[config.mk]
export PLATFORM = sky130hd
export DESIGN_NAME = regfile_wb
export DESIGN_NICKNAME = d
export VERILOG_FILES = /design/src/rtl/regfile_wb.sv
export SDC_FILE = /design/constraint.sdc
export NUM_CORES = 2
export LEC_CHECK = 0
export CORE_MARGIN = 3
export CORE_UTILIZATION = 28
export CTS_BUF_LIST = sky130_fd_sc_hd__clkbuf_16
export DETAILED_ROUTE_END_ITERATION = 8
export RECOVER_POWER = 50
export SYNTH_ARGS = -nofsm -noshare
export SYNTH_HDL_FRONTEND = slang
export SYNTH_SLANG_ARGS = --single-unit
[constraint.sdc]
create_clock -name clk -period 9.2 [get_ports clk]
set_input_delay 1.38 -clock clk [delete_from_list [all_inputs] [get_ports clk]]
set_output_delay 1.38 -clock clk [all_outputs]
set_load 0.02 [all_outputs]
[src/rtl/regfile_wb.sv]
// regfile_wb: 32-entry integer register file with per-register busy scoreboard.
// Consumer end of the writeback interface; two combinational read ports for
// decode/execute plus busy flags for RAW stall detection. x0 reads zero and is
// never busy.
// Optional build macro: REGFILE_BYPASS_EN enables same-cycle write-through of
// wb_wdata and retire-clear of the busy flag on the read ports.

`ifndef DATA_WIDTH
`define DATA_WIDTH 32
`endif

module regfile_wb #(
  parameter int unsigned DATA_WIDTH = `DATA_WIDTH
) (
  input  logic                  clk,
  input  logic                  rst,
  input  logic                  wb_we,
  input  logic [4:0]            wb_rd,
  input  logic [DATA_WIDTH-1:0] wb_wdata,
  input  logic                  wb_retire,
  input  logic                  iss_valid,
  input  logic [4:0]            iss_rd,
  input  logic [4:0]            raddr1,
  input  logic [4:0]            raddr2,
  output logic [DATA_WIDTH-1:0] rdata1,
  output logic [DATA_WIDTH-1:0] rdata2,
  output logic                  busy1,
  output logic                  busy2,
  output logic [5:0]            busy_count
);

  localparam int unsigned NUM_REGS  = 32;
  localparam int unsigned IDX_W     = 5;
  localparam int unsigned CNT_W     = 6;

  logic [DATA_WIDTH-1:0] regs_q [NUM_REGS];
  logic [NUM_REGS-1:0]   busy_q;
  logic [NUM_REGS-1:0]   busy_d;
  logic [CNT_W-1:0]      busy_count_q;
  logic [CNT_W-1:0]      busy_count_d;

  logic                  wr_en;
  logic                  clr_en;
  logic                  set_en;

  logic [DATA_WIDTH-1:0] rd1_stored;
  logic [DATA_WIDTH-1:0] rd2_stored;
  logic                  bz1_stored;
  logic                  bz2_stored;

  // Number of set bits in a busy vector.
  function automatic logic [CNT_W-1:0] popcount(input logic [NUM_REGS-1:0] v);
    logic [CNT_W-1:0] acc;
    acc = '0;
    for (int i = 0; i < int'(NUM_REGS); i++) begin
      acc = acc + CNT_W'(v[i]);
    end
    return acc;
  endfunction

  // x0 gating of write, retire-clear and issue-set, re-applied locally.
  always_comb begin
    wr_en  = wb_we     && (wb_rd  != IDX_W'(0));
    clr_en = wb_retire && (wb_rd  != IDX_W'(0));
    set_en = iss_valid && (iss_rd != IDX_W'(0));
  end

  // Next busy vector: clear first, then set, so a new producer wins a tie.
  always_comb begin
    busy_d = busy_q;
    if (clr_en) begin
      busy_d[wb_rd] = 1'b0;
    end
    if (set_en) begin
      busy_d[iss_rd] = 1'b1;
    end
    busy_d[0] = 1'b0;
    busy_count_d = popcount(busy_d);
  end

  // Register array write; reset clears every entry and drops the write.
  always_ff @(posedge clk) begin
    if (rst) begin
      for (int i = 0; i < int'(NUM_REGS); i++) begin
        regs_q[i] <= '0;
      end
    end else if (wr_en) begin
      regs_q[wb_rd] <= wb_wdata;
    end
  end

  // Busy scoreboard and its registered population count.
  always_ff @(posedge clk) begin
    if (rst) begin
      busy_q       <= '0;
      busy_count_q <= '0;
    end else begin
      busy_q       <= busy_d;
      busy_count_q <= busy_count_d;
    end
  end

  // Stored-state read, with x0 forced to zero / not busy.
  always_comb begin
    rd1_stored = (raddr1 == IDX_W'(0)) ? '0 : regs_q[raddr1];
    rd2_stored = (raddr2 == IDX_W'(0)) ? '0 : regs_q[raddr2];
    bz1_stored = (raddr1 == IDX_W'(0)) ? 1'b0 : busy_q[raddr1];
    bz2_stored = (raddr2 == IDX_W'(0)) ? 1'b0 : busy_q[raddr2];
  end

`ifdef REGFILE_BYPASS_EN
  logic byp_data1;
  logic byp_data2;
  logic byp_clr1;
  logic byp_clr2;
  logic iss_same;

  // Same-cycle write-through and retire-clear, suppressed while in reset.
  always_comb begin
    iss_same  = set_en && (iss_rd == wb_rd);
    byp_data1 = !rst && wr_en  && (raddr1 == wb_rd);
    byp_data2 = !rst && wr_en  && (raddr2 == wb_rd);
    byp_clr1  = !rst && clr_en && !iss_same && (raddr1 == wb_rd);
    byp_clr2  = !rst && clr_en && !iss_same && (raddr2 == wb_rd);
    rdata1    = byp_data1 ? wb_wdata : rd1_stored;
    rdata2    = byp_data2 ? wb_wdata : rd2_stored;
    busy1     = byp_clr1 ? 1'b0 : bz1_stored;
    busy2     = byp_clr2 ? 1'b0 : bz2_stored;
  end
`else
  // Reads see only committed state; a write is visible the following cycle.
  always_comb begin
    rdata1 = rd1_stored;
    rdata2 = rd2_stored;
    busy1  = bz1_stored;
    busy2  = bz2_stored;
  end
`endif

  assign busy_count = busy_count_q;

endmodule
==> impl_metrics.json <==
{
  "hpwlAfterDp_um": 120000,
  "drv_cap": 42,
  "clk_latency_ns": 0.75,
  "cts.clk_slew.worst_paths_ns": 0.06,
  "drv_slew": 1351,
  "placed_area_um2": 62600,
  "violations": "max-capacitance violations, max-slew violations",
  "rows": 166,
  "swShare": 0.259,
  "worst_setup_path_end_kind": "register",
  "irDropWorstVdd_mv": 0.146,
  "cellPowerDensity_nw_per_um2": 179,
  "fin_setup_tns_ns": 0,
  "p_leak_nw": 22.0,
  "pwr-share-comb": 0.134,
  "cts_sinks": 1061,
  "die_w_um": 463,
  "vias": 37200,
  "wire_per_inst_um": 31.4,
  "slew_headroom": -1.52,
  "cts_resized": 0,
  "cts_max_path_buffers": 3,
  "grt_pass1_vias": 37400,
  "synth_top_area_cell": "edfxtp_1",
  "first_iter_violations": 4552,
  "critical_path.max_fanout": 35,
  "drt-total-wl_um": 213000,
  "synthFlopType": "edfxtp_1",
  "grt_pass1_wl_um": 297000,
  "io_buffer_count": 128,
  "p_int_mw": 8.77,
  "required_ns": 9.45,
  "synth_edf_count": 1024,
  "synthDistinctLibCells": 58,
  "hp-class": "reg -> reg",
  "fillers": 20000,
  "seq_area_frac_synth": 0.539,
  "gp_congestion": 0.894,
  "setup_viol": 0,
  "finalPower_mw": 11.8,
  "period_share": 0.883,
  "syn_inst": 3923,
  "antenna_found_initial": 22,
  "cts_hold_buffers": 0,
  "dieArea_um2": 214000,
  "fp.dieH_um": 463,
  "fmax_ghz": 0.123,
  "start_util": 0.283,
  "status": "finished, violations left",
  "numCtsBuffers": 107,
  "first_pass_iters": 6,
  "cts_root_buffer": "clkbuf_16",
  "grt_max_degree": 119,
  "yosys_warnings": 0,
  "nNetsFinal": 3980,
  "core_um2": 206000,
  "ys_ff_latch": 1061,
  "synth_area_per_cell_um2": 14.9,
  "finalCriticalPeriod_ns": 8.12,
  "hold_violations": 0,
  "synth_top_area_share": 0.527,
  "rsz0062_at_grt": "no",
  "syn_area_um2": 58400,
  "pin_count": 129,
  "fin_area_um2": 66100,
  "worst-slew-pin-transition_ns": 3.78,
  "criticalPathCategory": "in -> reg",
  "cts_tree": "yes",
  "worstRegToRegCells": 15,
  "syn2layout_area_growth_pct": 13.2,
  "drive_gt1_frac": 0.197,
  "overflow": 0,
  "synth_area_leaders": "edfxtp_1, mux4_2, and2_1, mux4_1, mux2i_1",
  "post_cts_buffers": 0,
  "finalWorstSetupSlack_ns": 1.08,
  "holdWs_ns": 0.560,
  "drcViolationCount": 0,
  "ant_nets": 0,
  "via_per_inst": 5.50,
  "crit_arrival_ns": 8.37,
  "hold_path_depth": 2,
  "start_kind": "input pin",
  "async_reset_ff_frac": 0,
  "clock_power_share": 0.386,
  "seqPwrFrac": 0.481,
  "skew_ns": 0.00531,
  "power_switching_mw": 3.07,
  "cts-htree-levels": 3,
  "grt_use_total": 0.194,
  "pre_cts_slack_ns": 0.897
}
per-layer routing:
| layer | GRT usage | vias to the layer above | wire [µm] |
|---|---|---|---|
| met5 | 0 | - | 41 |
| met4 | 0.115 | 8 | 14300 |
| met3 | 0.0373 | 586 | 17700 |
| met2 | 0.328 | 2247 | 104000 |
| met1 | 0.228 | 19300 | 76400 |
| li1 | - | 15100 | - |
cells in the final DEF, fill, tap and decap left out, types with 76 or more instances in the layout:
master / Yosys / layout
mux4_1: 120 / 120
mux4_2: 340 / 340
clkdlybuf4s50_1: 0 / 111
and2_0: 0 / 268
buf_4: 34 / 76
edfxtp_1: 1024 / 1024
mux2i_1: 132 / 132
and2_1: 1000 / 732
a22oi_1: 77 / 77
clkbuf_16: 0 / 108
cell usage after synthesis, drive strengths merged, types with 3 or more instances:
cell	number
nor2b	76
nor3	5
mux2	68
a21oi	16
and2	1000
dfxtp	37
nand2b	7
nor2	64
o21ai	157
a311oi	66
buf	168
edfxtp	1024
nand4	3
a221oi	47
o2111ai	19
fa	23
inv	30
or2	4
mux4	460
nand2	65
a22oi	77
a211oi	64
nand3	10
nand3b	7
clkbuf	256
ha	7
o21a	6
and3b	3
mux2i	132
critical path, cell delays in order:
cell and delay (ns):
clkbuf_1 2.12, clkinv_1 0.26, clkbuf_1 1.46, o21ai_4 0.35, clkbuf_1 2.60
path summary, 6_finish.rpt:
path              endpoint        from  slack [ns]
max          regs_q[14][6]         rst        1.08
min reg2reg     busy_q[29]  busy_q[29]        0.56
min             busy_q[29]  busy_q[29]        0.56
max reg2reg  busy_count[4]  busy_q[26]        3.68
registers in the layout (all words and copies together), names as in the netlist:
register	flops
busy_count	6
regs_q	1024
busy_q	31
metrics by stage:
step                      utilization  instances
after floorplan                     -       3954
after global placement          0.304       6556
after detailed placement        0.304       6556
after CTS                       0.321       6758
after global routing            0.321       6763
final                           0.321       6772
cell type report:
class	count	area, µm²	share of cell area
multi-input combinational	2439	25200	0.381
clock buffer	108	2700	0.0409
antenna	14	35.0	0.000530
inverter	30	115	0.00174
clock inverter	94	878	0.0133
tap	2772	3470	0.0525
timing repair buffer	254	2200	0.0333
sequential	1061	31500	0.477
power groups by stage:
stage,clock [mW],sequential [mW],combinational (mW)
6_report,4.57,5.69,1.58
5_1_grt,4.78,5.72,1.63
4_1_cts,4.60,5.68,1.58
3_5_place_dp,0,5.78,1.57
3_3_place_gp,0,5.76,1.56
2_1_floorplan,0,5.74,0.946
kinds of logic (layout without fill, tap and decap cells):
family                     Yosys count  count (layout)  synth area share
other                                1              46         0.0000642
muxes                              660             660             0.221
adders and majority gates           30              30           0.00939
buffers and inverters              454             486            0.0407
DFF                               1061            1061             0.539
and+or+nand+nor                   1252            1252             0.130
xor gates and xnor gates             3               3          0.000450
AOI/OAI and AO/OA                  462             462            0.0595
(Power assumes the default switching activity.)
